$ cat src/rtl/alu_datapath.sv
// alu_datapath: accumulator/quotient/multiplicand register datapath for the
// sequential ALU. The one-hot control word c sequences add/sub, Booth radix-2
// signed multiply and non-restoring divide. The datapath returns q_0, q_min1,
// sign and cnt7 to the control unit and holds a registered 2*WIDTH result.
module alu_datapath #(
  parameter int WIDTH = 8,
  parameter int CNT_W = $clog2(WIDTH)
) (
  input  logic                 clk,
  input  logic                 rst,
  input  logic [WIDTH-1:0]     inbus_x,
  input  logic [WIDTH-1:0]     inbus_y,
  input  logic [14:0]          c,
  output logic                 q_0,
  output logic                 q_min1,
  output logic                 sign,
  output logic                 cnt7,
  output logic [2*WIDTH-1:0]   result,
  output logic                 overflow
);

  localparam int AW = WIDTH + 1;

  // Architectural registers
  logic [AW-1:0]     a;      // accumulator, one guard bit above WIDTH
  logic [WIDTH-1:0]  q;      // multiplier / dividend / quotient
  logic [WIDTH-1:0]  m;      // multiplicand / divisor / second operand
  logic              q_m1;   // Booth extra bit q(-1)
  logic [CNT_W-1:0]  cnt;    // iteration counter

  // Adder path shared by c4 (add or subtract) and c11 (restore)
  logic [AW-1:0]     m_ext;
  logic [AW-1:0]     addend;
  logic [AW-1:0]     a_sum;
  logic [AW-1:0]     a_restore;
  logic              ovf_next;

  // Decoded control groups
  logic init_any;
  logic init_load_x;

  assign init_load_x = c[1] | c[2];
  assign init_any    = c[0] | init_load_x;

  // Sign-extend M, pick add or two's-complement subtract, and form the
  // WIDTH-bit signed overflow of the low part of A combined with M.
  always_comb begin
    // NOTE: every signal driven here gets a default first so that no path
    // leaves it unassigned, which would otherwise infer a latch.
    m_ext     = {m[WIDTH-1], m};
    addend    = m_ext;
    ovf_next  = 1'b0;
    if (c[5]) begin
      addend = ~m_ext + AW'(1);
    end
    a_sum     = a + addend;
    a_restore = a + m_ext;
    // Overflow: operands of equal effective sign yield a result of the other
    // sign. For subtract the effective sign of M is inverted.
    if (c[5]) begin
      ovf_next = (a[WIDTH-1] != m[WIDTH-1]) && (a_sum[WIDTH-1] != a[WIDTH-1]);
    end else begin
      ovf_next = (a[WIDTH-1] == m[WIDTH-1]) && (a_sum[WIDTH-1] != a[WIDTH-1]);
    end
  end

  // Accumulator A: init > c4 > c8 > c9 > c11
  always_ff @(posedge clk) begin
    // NOTE: state is updated with non-blocking assignments so that every
    // register in this design samples the pre-edge values of the others.
    if (rst) begin
      a <= '0;
    end else if (c[0]) begin
      a <= {inbus_x[WIDTH-1], inbus_x};
    end else if (init_load_x) begin
      a <= '0;
    end else if (c[4]) begin
      a <= a_sum;
    end else if (c[8]) begin
      a <= {a[AW-1], a[AW-1:1]};
    end else if (c[9]) begin
      a <= {a[WIDTH-1:0], q[WIDTH-1]};
    end else if (c[11]) begin
      a <= a_restore;
    end
  end

  // Q register: init > c8 > c9 > c6
  always_ff @(posedge clk) begin
    if (rst) begin
      q <= '0;
    end else if (c[0]) begin
      q <= '0;
    end else if (init_load_x) begin
      q <= inbus_x;
    end else if (c[8]) begin
      q <= {a[0], q[WIDTH-1:1]};
    end else if (c[9]) begin
      q <= {q[WIDTH-2:0], 1'b0};
    end else if (c[6]) begin
      q <= {q[WIDTH-1:1], ~a[AW-1]};
    end
  end

  // Booth bit q(-1): cleared on init, captures Q[0] on the right shift
  always_ff @(posedge clk) begin
    if (rst || init_any) begin
      q_m1 <= 1'b0;
    end else if (c[8]) begin
      q_m1 <= q[0];
    end
  end

  // Operand M loads from Y on c3
  always_ff @(posedge clk) begin
    if (rst) begin
      m <= '0;
    end else if (c[3]) begin
      m <= inbus_y;
    end
  end

  // Iteration counter: cleared on init, natural wrap on c7/c10
  always_ff @(posedge clk) begin
    if (rst || init_any) begin
      cnt <= '0;
    end else if (c[7] || c[10]) begin
      cnt <= cnt + CNT_W'(1);
    end
  end

  // Overflow flag tracks only the most recent c4 operation
  always_ff @(posedge clk) begin
    if (rst) begin
      overflow <= 1'b0;
    end else if (c[4]) begin
      overflow <= ovf_next;
    end
  end

  // Result register: c13 > c12 > c14; c14 keeps the remainder half
  always_ff @(posedge clk) begin
    if (rst) begin
      result <= '0;
    end else if (c[13]) begin
      result <= {a[WIDTH-1:0], q};
    end else if (c[12]) begin
      result <= {{WIDTH{1'b0}}, a[WIDTH-1:0]};
    end else if (c[14]) begin
      result <= {q, result[WIDTH-1:0]};
    end
  end

  // Status back to the control unit, straight from registers
  assign q_0    = q[0];
  assign q_min1 = q_m1;
  assign sign   = a[AW-1];
  assign cnt7   = (cnt == {CNT_W{1'b1}});

endmodule

$ cat config.mk
export PLATFORM = sky130hd
export DESIGN_NAME = alu_datapath
export DESIGN_NICKNAME = d
export VERILOG_FILES = /design/src/rtl/alu_datapath.sv
export SDC_FILE = /design/constraint.sdc
export NUM_CORES = 1
export LEC_CHECK = 0
export CAP_MARGIN = 20
export CORE_MARGIN = 5
export CORE_UTILIZATION = 55
export DETAILED_ROUTE_END_ITERATION = 10
export PLACE_DENSITY_LB_ADDON = 0.05
export SKIP_LAST_GASP = 1
export SLEW_MARGIN = 0
export SYNTH_ARGS = -nofsm -noshare
export SYNTH_HDL_FRONTEND = slang
export SYNTH_SLANG_ARGS = --single-unit
$ cat constraint.sdc
create_clock -name clk -period 5.2 [get_ports clk]
set_clock_uncertainty 0.05 [all_clocks]
set_input_delay 1.04 -clock clk [delete_from_list [all_inputs] [get_ports clk]]
set_output_delay 1.04 -clock clk [all_outputs]
set_load 0.02 [all_outputs]
==> run metrics <==
Core Box Area 5850 um^2; Ports 54; Yosys warning count 0; setup bufs post-CTS 0; antenna fix cells 0; Die Area between 7000 and 8000 um^2; Initial Util 55.8%; Tcrit/Tclk final 70.1%; Max transition margin 45.1%; share of cells above drive strength 1 ~4.4%; final net count 511; total wire length 8870 um; Mapped Cells ~420; crit path capture type flop; final hold vios 0; CP required 5330 ps; Buffers on Ports 53; Multi-input gate area around 2200 um^2; worst hold-check path type flop to flop; CTS Sinks between 40 and 50; starting DRC count in detailed routing between 300 and 400; Worst-path clk slew about 90 ps; DP HPWL roughly 6500 um; most common cell after layout, fill and taps aside nor2_1; met2 WL 3880 um; fmax around 270 MHz; # hold bufs at CTS 0; total gr overflow 0; Worst Tran Pin Value ~820 ps; RSZ-0062 raised after global routing false; root buffer cell clkbuf_8; CP max FO 12; PwrDens between 200 and 250 nW/um^2; via count ~3.2k; Post-Layout Cell Count around 530; VDD IR max 0.000158 V; row count 28; Mean Syn Cell Area approximately 7.8 um^2; vias in the first global route approximately 3.0k; Setup Viol. Count Final 0; Fillers around 500; Setup TNS 0 ps; Distinct cells, synth 52; Synth Cell Area roughly 3300 um^2; DR WL/cell between 15 and 20 um; WL met1 approximately 4200 um; Max Cap Viol 0; crit path DAT between 3000 and 4000 ps; Crit Path Class input pin to flop; CTS Buffer Depth 2; Synth Flop Type dfxtp_1; gp weighted congestion around 0.89; Die Span Y just under 90 um; flops & latches, synth 46; Post-Place Worst Slack approximately 1300 ps; Pre-antenna DRT Iters 7; worst hold slack approximately 400 ps; Post-CTS Resized 0; area delta synth->final 20.0%; min Tclk post-route approximately 3600 ps; Inst Count DP 525; total CTS buffers 5; Leak 1.58 nW; CTS H-tree lvls 2; Max Slew Vio Count 0; worst skew pair latency between 300 and 400 ps; largest net degree at the start of global routing 36; Final ANT Viol Nets 0; Final Power about 0.00087 W; slack of the critical path between 1500 and 2000 ps; post-synthesis async set-or-reset flop share 0%; Die W around 87 um; status finished clean; Post-route DRC 0; Met3 Wirelength approximately 750 um; Post-synth EDFFs 0; CTS tree yes; Reg area 921 um^2; syn_nets between 400 and 500; most frequent cells in the layout 57 x nor2_1, 53 x clkdlybuf4s50_1, 46 x dfxtp_1; Seq/Total Area, Yosys between 20 and 30%; antenna violations before repair 0; CP startpoint kind input pin; first-pass GRT wire length 14,500 um; GRT Total Usage between 20% and 30%; vias per inst roughly 6; highest routed layer met4
[worst max-delay path, stage by stage]
cell,delay [ps]
clkdlybuf4s50_1,750
o31ai_1,160
xnor2_1,160
ha_1,350
nand3_1,110
a21oi_1,50
a2111oi_0,480
xnor2_1,170
a221oi_1,110
a221oi_1,390
[area by class of cell]
class | count | area share [%]
clock buffers | 5 | 1.76
clock inverters | 3 | 0.543
inverters | 18 | 1.72
multi-input cells | 331 | 55.4
flip-flops and latches | 46 | 23.5
well taps | 75 | 2.40
repair buffers | 56 | 14.6
[power breakdown]
part | switching [W] | total [W] | internal, W | leakage, nW
registers | 0.0000257 | 0.000394 | 0.000368 | 0.376
clock network | 0.000135 | 0.000230 | 0.0000948 | 0.0441
logic | 0.000130 | 0.000243 | 0.000114 | 1.16
total | 0.000291 | 0.000867 | 0.000577 | 1.58
[cell usage after synthesis, types with 7 or more instances]
cell	number	area (um^2)
a21oi_1	35	175
a221oi_1	7	61.3
a22oi_1	10	75.1
clkbuf_1	16	60.1
dfxtp_1	46	921
ha_1	18	225
inv_1	18	67.6
mux2i_1	28	280
nand2_1	41	154
nand2b_1	11	68.8
nor2_1	57	214
nor3_1	12	60.1
o21ai_0	20	100
xnor2_1	14	123
[logic make-up after synthesis]
family | count (synthesis) | synth area share, %
buffers and inverters | 42 | 5.29
AOI/OAI and AO/OA | 114 | 23.4
xor gates and xnor gates | 19 | 5.10
adders and majority gates | 20 | 8.12
muxes | 28 | 8.58
DFF | 46 | 28.2
and+or+nand+nor | 150 | 21.3
[layer usage]
layer  vias up  global-route usage (%)
met3        11                    3.41
met5         -                       0
met4         0                    4.39
li1       1595                       -
met1      1483                    36.3
met2       136                    36.1
[per-stage QoR]
step	util (%)	cell area (um^2)
after global placement	64.9	3800
after CTS	66.5	3890
after global routing	67.0	3920
after detailed placement	64.9	3800
final	67.0	3920
after floorplan	-	3270
[state kept, by name, indices dropped and copies added, names as in the netlist]
| signal | flops |
|---|---|
| result | 16 |
| a | 9 |
| cnt | 3 |
| overflow | 1 |
| q | 8 |
| m | 8 |
| q_min1 | 1 |
[worst paths after layout]
check	startpoint	end	depth (start not counted)	slack, ps
max	c[5]	a[6]	10	1560
min reg2reg	overflow	overflow	2	410
min	overflow	overflow	2	410
max reg2reg	m[1]	a[6]	11	2140
Note: power is estimated with default switching activity, not from simulation.
